[src/rtl/rs_bank.sv]
// Age-ordered reservation station: a collapsing queue of renamed instructions.
// The queue snoops the CDB and issues the oldest fully-ready entry to its functional unit.
module rs_bank #(
  parameter int DEPTH      = 4,
  parameter int DATA_WIDTH = 32,
  parameter int TAG_WIDTH  = 3,
  parameter int OP_WIDTH   = 4
) (
  input  logic                         clk_in,
  input  logic                         rst_in,
  input  logic                         valid_in,
  input  logic [OP_WIDTH-1:0]          opcode_in,
  input  logic [TAG_WIDTH-1:0]         rob_idx_in,
  input  logic [DATA_WIDTH-1:0]        V_i_in,
  input  logic [DATA_WIDTH-1:0]        V_j_in,
  input  logic [TAG_WIDTH-1:0]         Q_i_in,
  input  logic [TAG_WIDTH-1:0]         Q_j_in,
  input  logic                         i_ready_in,
  input  logic                         j_ready_in,
  input  logic                         cdb_valid_in,
  input  logic [TAG_WIDTH-1:0]         cdb_tag_in,
  input  logic [DATA_WIDTH-1:0]        cdb_data_in,
  input  logic                         fu_ready_in,
  input  logic                         flush_in,
  output logic [DATA_WIDTH-1:0]        rval1_out,
  output logic [DATA_WIDTH-1:0]        rval2_out,
  output logic [OP_WIDTH-1:0]          opcode_out,
  output logic [TAG_WIDTH-1:0]         rob_idx_out,
  output logic                         issue_valid_out,
  output logic                         free_out,
  output logic [$clog2(DEPTH+1)-1:0]   count_out
);

  localparam int CW = $clog2(DEPTH+1);

  typedef struct packed {
    logic                  busy;
    logic [OP_WIDTH-1:0]   op;
    logic [TAG_WIDTH-1:0]  rob;
    logic                  ri;
    logic [TAG_WIDTH-1:0]  qi;
    logic [DATA_WIDTH-1:0] vi;
    logic                  rj;
    logic [TAG_WIDTH-1:0]  qj;
    logic [DATA_WIDTH-1:0] vj;
  } entry_t;

  entry_t                r_q [DEPTH];
  logic [CW-1:0]         r_count;
  logic                  r_issue;
  logic [DATA_WIDTH-1:0] r_rval1;
  logic [DATA_WIDTH-1:0] r_rval2;
  logic [OP_WIDTH-1:0]   r_opcode;
  logic [TAG_WIDTH-1:0]  r_rob;

  entry_t                w_nxt [DEPTH];
  entry_t                w_up  [DEPTH];
  entry_t                w_new;
  entry_t                w_sel_e;
  logic [DEPTH-1:0]      w_shift;
  logic                  w_found;
  logic                  w_issue;
  logic                  w_free;
  logic                  w_disp;
  logic [CW-1:0]         w_wr_pos;

  assign w_free   = (r_count < CW'(DEPTH));
  assign w_disp   = valid_in && w_free;
  assign w_issue  = fu_ready_in && w_found;
  assign w_wr_pos = r_count - CW'(w_issue);

  // Oldest eligible slot wins; w_shift marks it and every younger slot.
  always_comb begin
    w_found = 1'b0;
    w_shift = '0;
    w_sel_e = '0;
    for (int unsigned k = 0; k < DEPTH; k++) begin
      if (!w_found && r_q[k].busy && r_q[k].ri && r_q[k].rj) begin
        w_found = 1'b1;
        w_sel_e = r_q[k];
      end
      w_shift[k] = w_found;
    end
  end

  always_comb begin
    w_new      = '0;
    w_new.busy = 1'b1;
    w_new.op   = opcode_in;
    w_new.rob  = rob_idx_in;
    w_new.ri   = i_ready_in;
    w_new.qi   = Q_i_in;
    w_new.vi   = V_i_in;
    w_new.rj   = j_ready_in;
    w_new.qj   = Q_j_in;
    w_new.vj   = V_j_in;
    if (cdb_valid_in && !i_ready_in && Q_i_in == cdb_tag_in) begin
      w_new.ri = 1'b1;
      w_new.vi = cdb_data_in;
    end
    if (cdb_valid_in && !j_ready_in && Q_j_in == cdb_tag_in) begin
      w_new.rj = 1'b1;
      w_new.vj = cdb_data_in;
    end
  end

  // Collapse first, then wake the (possibly shifted) entry, then overlay the dispatch.
  always_comb begin
    w_up  = '{default: '0};
    w_nxt = '{default: '0};
    for (int unsigned k = 0; k < DEPTH - 1; k++) begin
      w_up[k] = r_q[k+1];
    end
    for (int unsigned k = 0; k < DEPTH; k++) begin
      w_nxt[k] = (w_issue && w_shift[k]) ? w_up[k] : r_q[k];
      if (cdb_valid_in && w_nxt[k].busy && !w_nxt[k].ri && w_nxt[k].qi == cdb_tag_in) begin
        w_nxt[k].ri = 1'b1;
        w_nxt[k].vi = cdb_data_in;
      end
      if (cdb_valid_in && w_nxt[k].busy && !w_nxt[k].rj && w_nxt[k].qj == cdb_tag_in) begin
        w_nxt[k].rj = 1'b1;
        w_nxt[k].vj = cdb_data_in;
      end
      if (w_disp && CW'(k) == w_wr_pos) begin
        w_nxt[k] = w_new;
      end
    end
  end

  always_ff @(posedge clk_in or negedge rst_in) begin
    if (!rst_in) begin
      for (int unsigned k = 0; k < DEPTH; k++) begin
        r_q[k] <= '0;
      end
      r_count  <= '0;
      r_issue  <= 1'b0;
      r_rval1  <= '0;
      r_rval2  <= '0;
      r_opcode <= '0;
      r_rob    <= '0;
    end else if (flush_in) begin
      for (int unsigned k = 0; k < DEPTH; k++) begin
        r_q[k] <= '0;
      end
      r_count <= '0;
      r_issue <= 1'b0;
    end else begin
      r_q     <= w_nxt;
      r_count <= r_count + CW'(w_disp) - CW'(w_issue);
      r_issue <= w_issue;
      if (w_issue) begin
        r_rval1  <= w_sel_e.vi;
        r_rval2  <= w_sel_e.vj;
        r_opcode <= w_sel_e.op;
        r_rob    <= w_sel_e.rob;
      end
    end
  end

  assign rval1_out       = r_rval1;
  assign rval2_out       = r_rval2;
  assign opcode_out      = r_opcode;
  assign rob_idx_out     = r_rob;
  assign issue_valid_out = r_issue;
  assign free_out        = w_free;
  assign count_out       = r_count;

endmodule

[config.mk]
export PLATFORM = sky130hd
export DESIGN_NAME = rs_bank
export DESIGN_NICKNAME = d
export VERILOG_FILES = /design/src/rtl/rs_bank.sv
export SDC_FILE = /design/constraint.sdc
export NUM_CORES = 1
export LEC_CHECK = 0
export ABC_AREA = 1
export BUFFER_PORTS_ARGS = -buffer_cell sky130_fd_sc_hd__buf_4
export CELL_PAD_IN_SITES_DETAIL_PLACEMENT = 1
export CELL_PAD_IN_SITES_GLOBAL_PLACEMENT = 2
export CORE_ASPECT_RATIO = 0.8
export CORE_UTILIZATION = 31
export DETAILED_ROUTE_END_ITERATION = 10
export PLACE_DENSITY_LB_ADDON = 0.3
export SYNTH_ARGS = -nofsm -noshare
export SYNTH_HDL_FRONTEND = slang
export SYNTH_SLANG_ARGS = --single-unit
[constraint.sdc]
create_clock -name clk_in -period 3 [get_ports clk_in]
set_input_delay 0.15 -clock clk_in [delete_from_list [all_inputs] [get_ports clk_in]]
set_output_delay 0.15 -clock clk_in [all_outputs]
set_load 0.02 [all_outputs]
==> impl_metrics.tcl, run 1 <==
set metrics [dict create \
    min_period_ps 2980 \
    via_count 29900 \
    synth_edf_count 0 \
    fin_tns_setup_ps 0 \
    hold_class "input pin to flop" \
    coreArea_um2 84600 \
    cpMaxStageDelayCell "buf_4" \
    area.growth.synth_to_final_pct 21.1 \
    rsz0062_at_grt "no" \
    critical_path.max_stage_delay_ps 850 \
    routed_wl_um 137000 \
    fin_ws_ps 22.5 \
    antenna_left 0 \
    ys.warnings.count 0 \
    hold_violations 0 \
    yosys.area.top_type "dfrtp_1" \
    fin_skew_ps 16.4 \
    grt_usage_pct 31.1 \
    utilization_pct 38.2 \
    grt_pass1_vias 30300 \
    rows 95 \
    multi_input_area_um2 13700 \
    critPathMaxFanout 56 \
    fmax_mhz 336 \
    setup_viol 0 \
    status "finished, final reports clean" \
    antenna_found_initial 3 \
    pin_count 196 \
    viasPerCell 5.54 \
    clock_latency_ps 620 \
    worst-r2r-cell-count 6 \
    worst-endpoint-arrival_ps 3530 \
    async_flop_share_pct 100 \
    cts_buffer_depth 3 \
    dieArea_um2 87300 \
    finalNetCount 4373 \
    synth_area_um2 26700 \
    yosysSeqAreaShare_pct 37.0 \
    drt_first_pass_iters 5 \
    synthFlopType "dfrtp_1" \
    n_fill_cell 10800 \
    cp-start-kind "flop" \
    rrSetupSlack_ps 20 \
    cp.required_ps 3550 \
    synth.avg_cell_area_um2 6.47 \
    clock-sinks 395 \
    wl_per_cell_um 25.3 \
    register_area_um2 9880 \
    p_leak_nw 16.2 \
    cts_inserted_buffers 49 \
    ir_drop_mv 0.387 \
    dp_hpwl_um 88600 \
    cpMostUsedCell "buf_4" \
    die_w_um 330 \
    ys_types 39 \
    die_h_um 264 \
    drv_cap 0 \
    synthCells 4123 \
    slew_headroom_pct 26.9 \
    drive_above_1_share_pct 12.1 \
    slew_viol_final 0 \
    r2r-start "r_q[311]" \
    cp-startpoint "r_q[311]" \
    drc 0 \
    routabilityCongestion 0.892 \
    endpoint "rval2_out[26]" \
    clk_pin_slew_worst_paths_ps 60 \
    drtIter0Drc 2851 \
    worstSetupEndpointType "flop" \
    crit_chain "nand3_4, buf_4, nand4_1, buf_4, o211ai_1, o21a_1" \
    r2r-end "rval2_out[26]" \
    power.density_nw_per_um2 662 \
    tritoncts "built" \
    grt_pass1_wl_um 204000 \
    cts_max_level 2 \
    synth_nets 4248 \
    root_buffer "clkbuf_16" \
    initial_core_util_pct 31.5 \
    place_ws_ps 40.9 \
    grt_max_degree 144 \
    crit_type "flop to flop" \
    gr-total-overflow 0 \
    portBuffers 195 \
    worst_pin_slew_ps 1100 \
    synth.area.top_cells "dfrtp_1, nand2_1, nand3_1, inv_1, nor2_1" \
    synth_top_area_share_pct 37.0 \
    ys_ff_latch 395 \
    finalCritPeriodShare_pct 99.3 \
]
[cells by family after synthesis]
| family | Yosys count | synth area share (%) |
|---|---|---|
| compound gates | 570 | 12.8 |
| buf+inv | 816 | 12.4 |
| xor+xnor | 3 | 0.0985 |
| flops | 395 | 37.0 |
| fa+ha+maj | 5 | 0.263 |
| simple gates | 2334 | 37.5 |
[per-stage QoR]
stage	instance area, µm²	total power, W	hold slack (ps)	cells
global placement	30400	0.0153	192	5274
detailed placement	30400	0.0154	197	5274
global route	32300	0.0224	40.4	5397
floorplan	26700	0.0117	-146	4123
CTS	32200	0.0214	0.504	5392
finish	32300	0.0214	24.8	5400
[sequential cells by signal, summed over array words and instances (netlist names)]
name             flops
count_out            3
issue_valid_out      1
rob_idx_out          3
rval1_out           32
opcode_out           4
rval2_out           32
r_q                320
[cells in the mapped netlist, drive strengths merged, types with 16 or more instances]
library cell and number:
nand4 21, buf 147, o21a 36, inv 473
nor2 360, o21ai 194, dfrtp 395, nand2 1159
o31ai 16, nand3 785, a21oi 141, o22ai 81
o22a 19, o211ai 56, clkbuf 192, o221ai 19
[worst min-delay path by stage]
stage,slack [ps],startpoint,endpoint,cells past startpoint
after floorplan,-150,rst_in,count_out[0],0
after global placement,190,rst_in,rval2_out[10],1
after detailed placement,200,rst_in,rval2_out[10],1
after CTS,0.5,cdb_data_in[22],r_q[102],5
after global routing,40,cdb_data_in[2],r_q[242],5
final,20,V_i_in[16],r_q[212],7
[routing by layer]
layer	vias up	routed length [µm]	global-route usage, %
met5	-	13	0
met4	2	4500	10.4
met3	238	9420	4.68
met2	1094	60100	47.8
met1	15000	62700	44.3
li1	13600	-	-
[cells in the final DEF (no fill, tap or decap), types with 12 or more instances in the layout]
cell type      instances
o211ai_1              55
dfrtp_1              395
o22a_1                19
o221ai_1              19
o31ai_1               16
nor2_1               340
nand2_1             1140
nand3_1              778
inv_2                 12
o21ai_1               27
clkbuf_16             50
nand2_2               17
o21a_1                36
dlygate4sd3_1         33
buf_4                306
clkbuf_1              21
buf_12                69
nand4_1               20
inv_1                460
a21oi_1              134
nor2_4                15
o21ai_0              165
o22ai_1               81
[power breakdown]
| group | internal, W | switching (W) |
|---|---|---|
| clock network | 0.00325 | 0.00256 |
| logic | 0.00277 | 0.00554 |
| registers | 0.00652 | 0.000745 |
[worst max-delay path: cells and delay by family, from the launching register on]
kind            cells  cell delay [ps]
flops               1              410
buf+inv             2             1300
simple gates        2              560
compound gates      2              600
[what timing repair did]
item                                    4_1_cts  5_1_grt
endpoints found under the hold margin       169        0
hold buffers                                 33        0
endpoints found under the setup margin        0      127
gates resized for setup                       0        8
setup buffers                                 0        3
[cell type report]
type                    count  share of cell area, %
multi-input cells        2913                   42.4
flip-flops and latches    395                   30.6
repair buffers            412                   12.6
inverters                 477                   5.56
clock buffers              80                   4.47
well taps                1115                   4.32
clock inverters             5                 0.0775
diodes                      3                 0.0232
(Power assumes the default switching activity.)
==> inputs of run 2 (changes only) <==
--- a/config.mk
+++ b/config.mk
@@ -5,14 +5,14 @@
 export SDC_FILE = /design/constraint.sdc
 export NUM_CORES = 1
 export LEC_CHECK = 0
-export ABC_AREA = 1
 export BUFFER_PORTS_ARGS = -buffer_cell sky130_fd_sc_hd__buf_4
 export CELL_PAD_IN_SITES_DETAIL_PLACEMENT = 1
 export CELL_PAD_IN_SITES_GLOBAL_PLACEMENT = 2
 export CORE_ASPECT_RATIO = 0.8
-export CORE_UTILIZATION = 31
+export CORE_UTILIZATION = 38
 export DETAILED_ROUTE_END_ITERATION = 10
 export PLACE_DENSITY_LB_ADDON = 0.3
+export SETUP_SLACK_MARGIN = 0.3
 export SYNTH_ARGS = -nofsm -noshare
 export SYNTH_HDL_FRONTEND = slang
 export SYNTH_SLANG_ARGS = --single-unit
==> constraint.sdc (replaced) <==
create_clock -name clk_in -period 3.24 [get_ports clk_in]
set_input_delay 0.162 -clock clk_in [delete_from_list [all_inputs] [get_ports clk_in]]
set_output_delay 0.162 -clock clk_in [all_outputs]
set_load 0.02 [all_outputs]
==> run 2 against run 1 <==
Effect of this change:
- global-route usage up 2.1 points
- sequential share of layout area is 3.9 points higher
- clock skew grew 1.6 ps
- design area decreased by 11%
- core utilization rose by 11 points
- largest cell class unchanged
- count of clock-buffer cells in the layout down 11
- the run now ends with DRC left
==> impl_metrics.tcl, run 2 <==
set metrics [dict create \
    grt_usage_pct 33.2 \
    slew_headroom_pct 28.6 \
    synth_top_area_share_pct 43.7 \
    holdPathStages 4 \
    yosysSeqAreaShare_pct 43.7 \
    critical_path.max_stage_delay_ps 400 \
    antenna_cells 0 \
    routabilityCongestion 0.872 \
    ys_ff_latch 395 \
    finalCritPeriodShare_pct 96.5 \
    min_period_ps 3130 \
    hold_class "input pin to flop" \
    worst_pin_slew_ps 1070 \
    setup_viol 0 \
    pin_count 196 \
    r2r-end "r_q[21]" \
    finalNetCount 2886 \
    clock-sinks 395 \
    drv_cap 0 \
    coreArea_um2 58500 \
    violations "DRC" \
    utilization_pct 49.0 \
    cts_buffer_depth 3 \
    portBuffers 195 \
    cp.required_ps 3710 \
    grt_pass1_wl_um 154000 \
    fin_ws_ps 114 \
    drc 7 \
    post-synth-top-count-cell "nand2_1" \
    rrSetupSlack_ps 110 \
    clk_pin_slew_worst_paths_ps 60 \
    cpMaxStageDelayCell "dfrtp_1" \
    rsz0062_at_grt "yes" \
    largest-register "r_q" \
    initial_core_util_pct 38.7 \
    fin_skew_ps 18.0 \
    cts_max_level 2 \
    hold_end "r_q[14]" \
    multi_input_area_um2 12000 \
    antenna_found_initial 3 \
    cp-start-kind "flop" \
    worst-endpoint-arrival_ps 3600 \
    r2r-start "r_q[195]" \
    dp_hpwl_um 59700 \
    dieArea_um2 60600 \
    fmax_mhz 320 \
    wl_per_cell_um 29.5 \
    crit_family "simple AND/OR/NAND/NOR gates" \
    cts_inserted_buffers 46 \
    rows 79 \
    clock_latency_ps 600 \
    final_cell_mix "nand2_1, dfrtp_1, buf_4" \
    synth_nets 2701 \
    drive_above_1_share_pct 20.6 \
    root_buffer "clkbuf_16" \
    async_flop_share_pct 100 \
    routed_wl_um 105000 \
    critPathMaxFanout 8 \
    final_common_cell "nand2_1" \
    hp-start "V_j_in[14]" \
    n_fill_cell 6604 \
    antenna_left 0 \
    synth_area_um2 22600 \
    synth.avg_cell_area_um2 8.79 \
    area.growth.synth_to_final_pct 26.7 \
    synth_edf_count 0 \
    ys.warnings.count 0 \
    grt_pass1_vias 24200 \
    slew_viol_final 0 \
    largest_reg_flops 320 \
    tritoncts "built" \
    status "finished, violations left" \
    synth_common_cells "nand2_1, dfrtp_1, clkbuf_1" \
    p_leak_nw 12.7 \
    drt_first_pass_iters 11 \
    drtIter0Drc 2510 \
    yosys.area.top_type "dfrtp_1" \
    die_w_um 275 \
    via_count 23600 \
    gr-total-overflow 0 \
    place_ws_ps -113 \
    worst-r2r-cell-count 13 \
    ir_drop_mv 0.345 \
    synthCells 2576 \
    crit_buf_inv 5 \
    register_area_um2 9880 \
    ys_types 71 \
    hold_violations 0 \
    grt_max_degree 86 \
    die_h_um 220 \
    worstSetupEndpointType "flop" \
    crit_chain "and3_4, o41ai_4, inv_2, ha_4, ha_4, buf_6, buf_6, nor4_4, or3_4, buf_6, nor2_4, clkbuf_16, a221o_1" \
    cpMostUsedCell "buf_6" \
    viasPerCell 6.64 \
    crit_type "flop to flop" \
    synth.area.top_cells "dfrtp_1, nand2_1, a21oi_1, a22o_1, clkbuf_1" \
    synthFlopType "dfrtp_1" \
    power.density_nw_per_um2 567 \
]
## run 2: cell count changes after synthesis, moves of 58 or more
| cell | change |
|---|---|
| o22ai_1 | -75 |
| o221a_2 | +58 |
| a221oi_1 | +71 |
| a221o_1 | +67 |
| nor2_1 | -151 |
| a22oi_1 | +71 |
| mux2i_1 | +74 |
| nand2_1 | -742 |
| a22o_1 | +108 |
| nand3_1 | -622 |
| inv_1 | -451 |
| a21oi_1 | +75 |
## run 2: metal layers
metal  vias up  part of all wire (%)  global-route usage [%]
met5         -                 0.035                       0
met4         6                   2.9                    12.8
met3       241                   9.5                    5.91
met2      1324                    46                    51.9
met1     12100                    42                    45.8
li1       9942                     -                       -
## run 2: cell families (layout without fill, tap and decap cells)
logic type	Yosys count	count (layout)	share of synthesized area (%)
and+or+nand+nor	826	831	15.6
xor gates and xnor gates	26	26	1.04
muxes	76	76	3.42
adders and majority gates	5	5	0.309
AOI/OAI and AO/OA	932	932	30.3
buffers and inverters	316	525	5.67
DFF	395	395	43.7
## run 2: worst max-delay path by stage
stage                         from  cells after the start  slack (ps)       end
after floorplan           r_q[239]                     15         240  r_q[125]
after global placement     r_q[35]                     12         -20  r_q[183]
after detailed placement  r_q[231]                     12        -110  r_q[183]
after CTS                  r_q[71]                     13         140   r_q[22]
after global routing       r_q[71]                     13         100   r_q[50]
final                     r_q[195]                     13         110   r_q[21]
## run 2: power by group
| part | switching [W] | internal [W] |
|---|---|---|
| clock | 0.00225 | 0.00305 |
| sequential | 0.000612 | 0.00566 |
| combinational | 0.00280 | 0.00189 |
## run 2: final cells by class
cell class | count | share of cell area, %
Sequential cell | 395 | 34.5
Tap cell | 769 | 3.35
Clock buffer | 69 | 4.77
Clock inverter | 8 | 0.327
Timing Repair Buffer | 435 | 15.1
Multi-Input combinational cell | 1870 | 41.9
Inverter | 13 | 0.170
## run 2: what timing repair did
action	in CTS	in global routing
endpoints found under the hold margin	187	0
resized for setup	44	48
buffers inserted	22	19
endpoints found under the setup margin	322	256
gates cloned	11	11
pin swaps	15	38
hold buffers	46	0
## run 2: worst register-to-register path: stages (launching register included)
cell,delay (ps)
dfrtp_1,400
and3_4,200
o41ai_4,390
inv_2,110
ha_4,180
ha_4,220
buf_6,110
buf_6,110
nor4_4,290
or3_4,220
buf_6,110
nor2_4,70
clkbuf_16,240
a221o_1,350
## run 2: metrics by stage
step	instances	hold slack [ps]	cell area, µm²	total power (W)	setup TNS, ps
global route	3559	44.5	28700	0.0168	0
finish	3559	30.7	28700	0.0163	0
global placement	3373	213	25400	0.0100	-330
CTS	3529	7.88	28000	0.0158	0
floorplan	2576	-134	22800	0.00846	0
detailed placement	3373	210	25400	0.0102	-4100
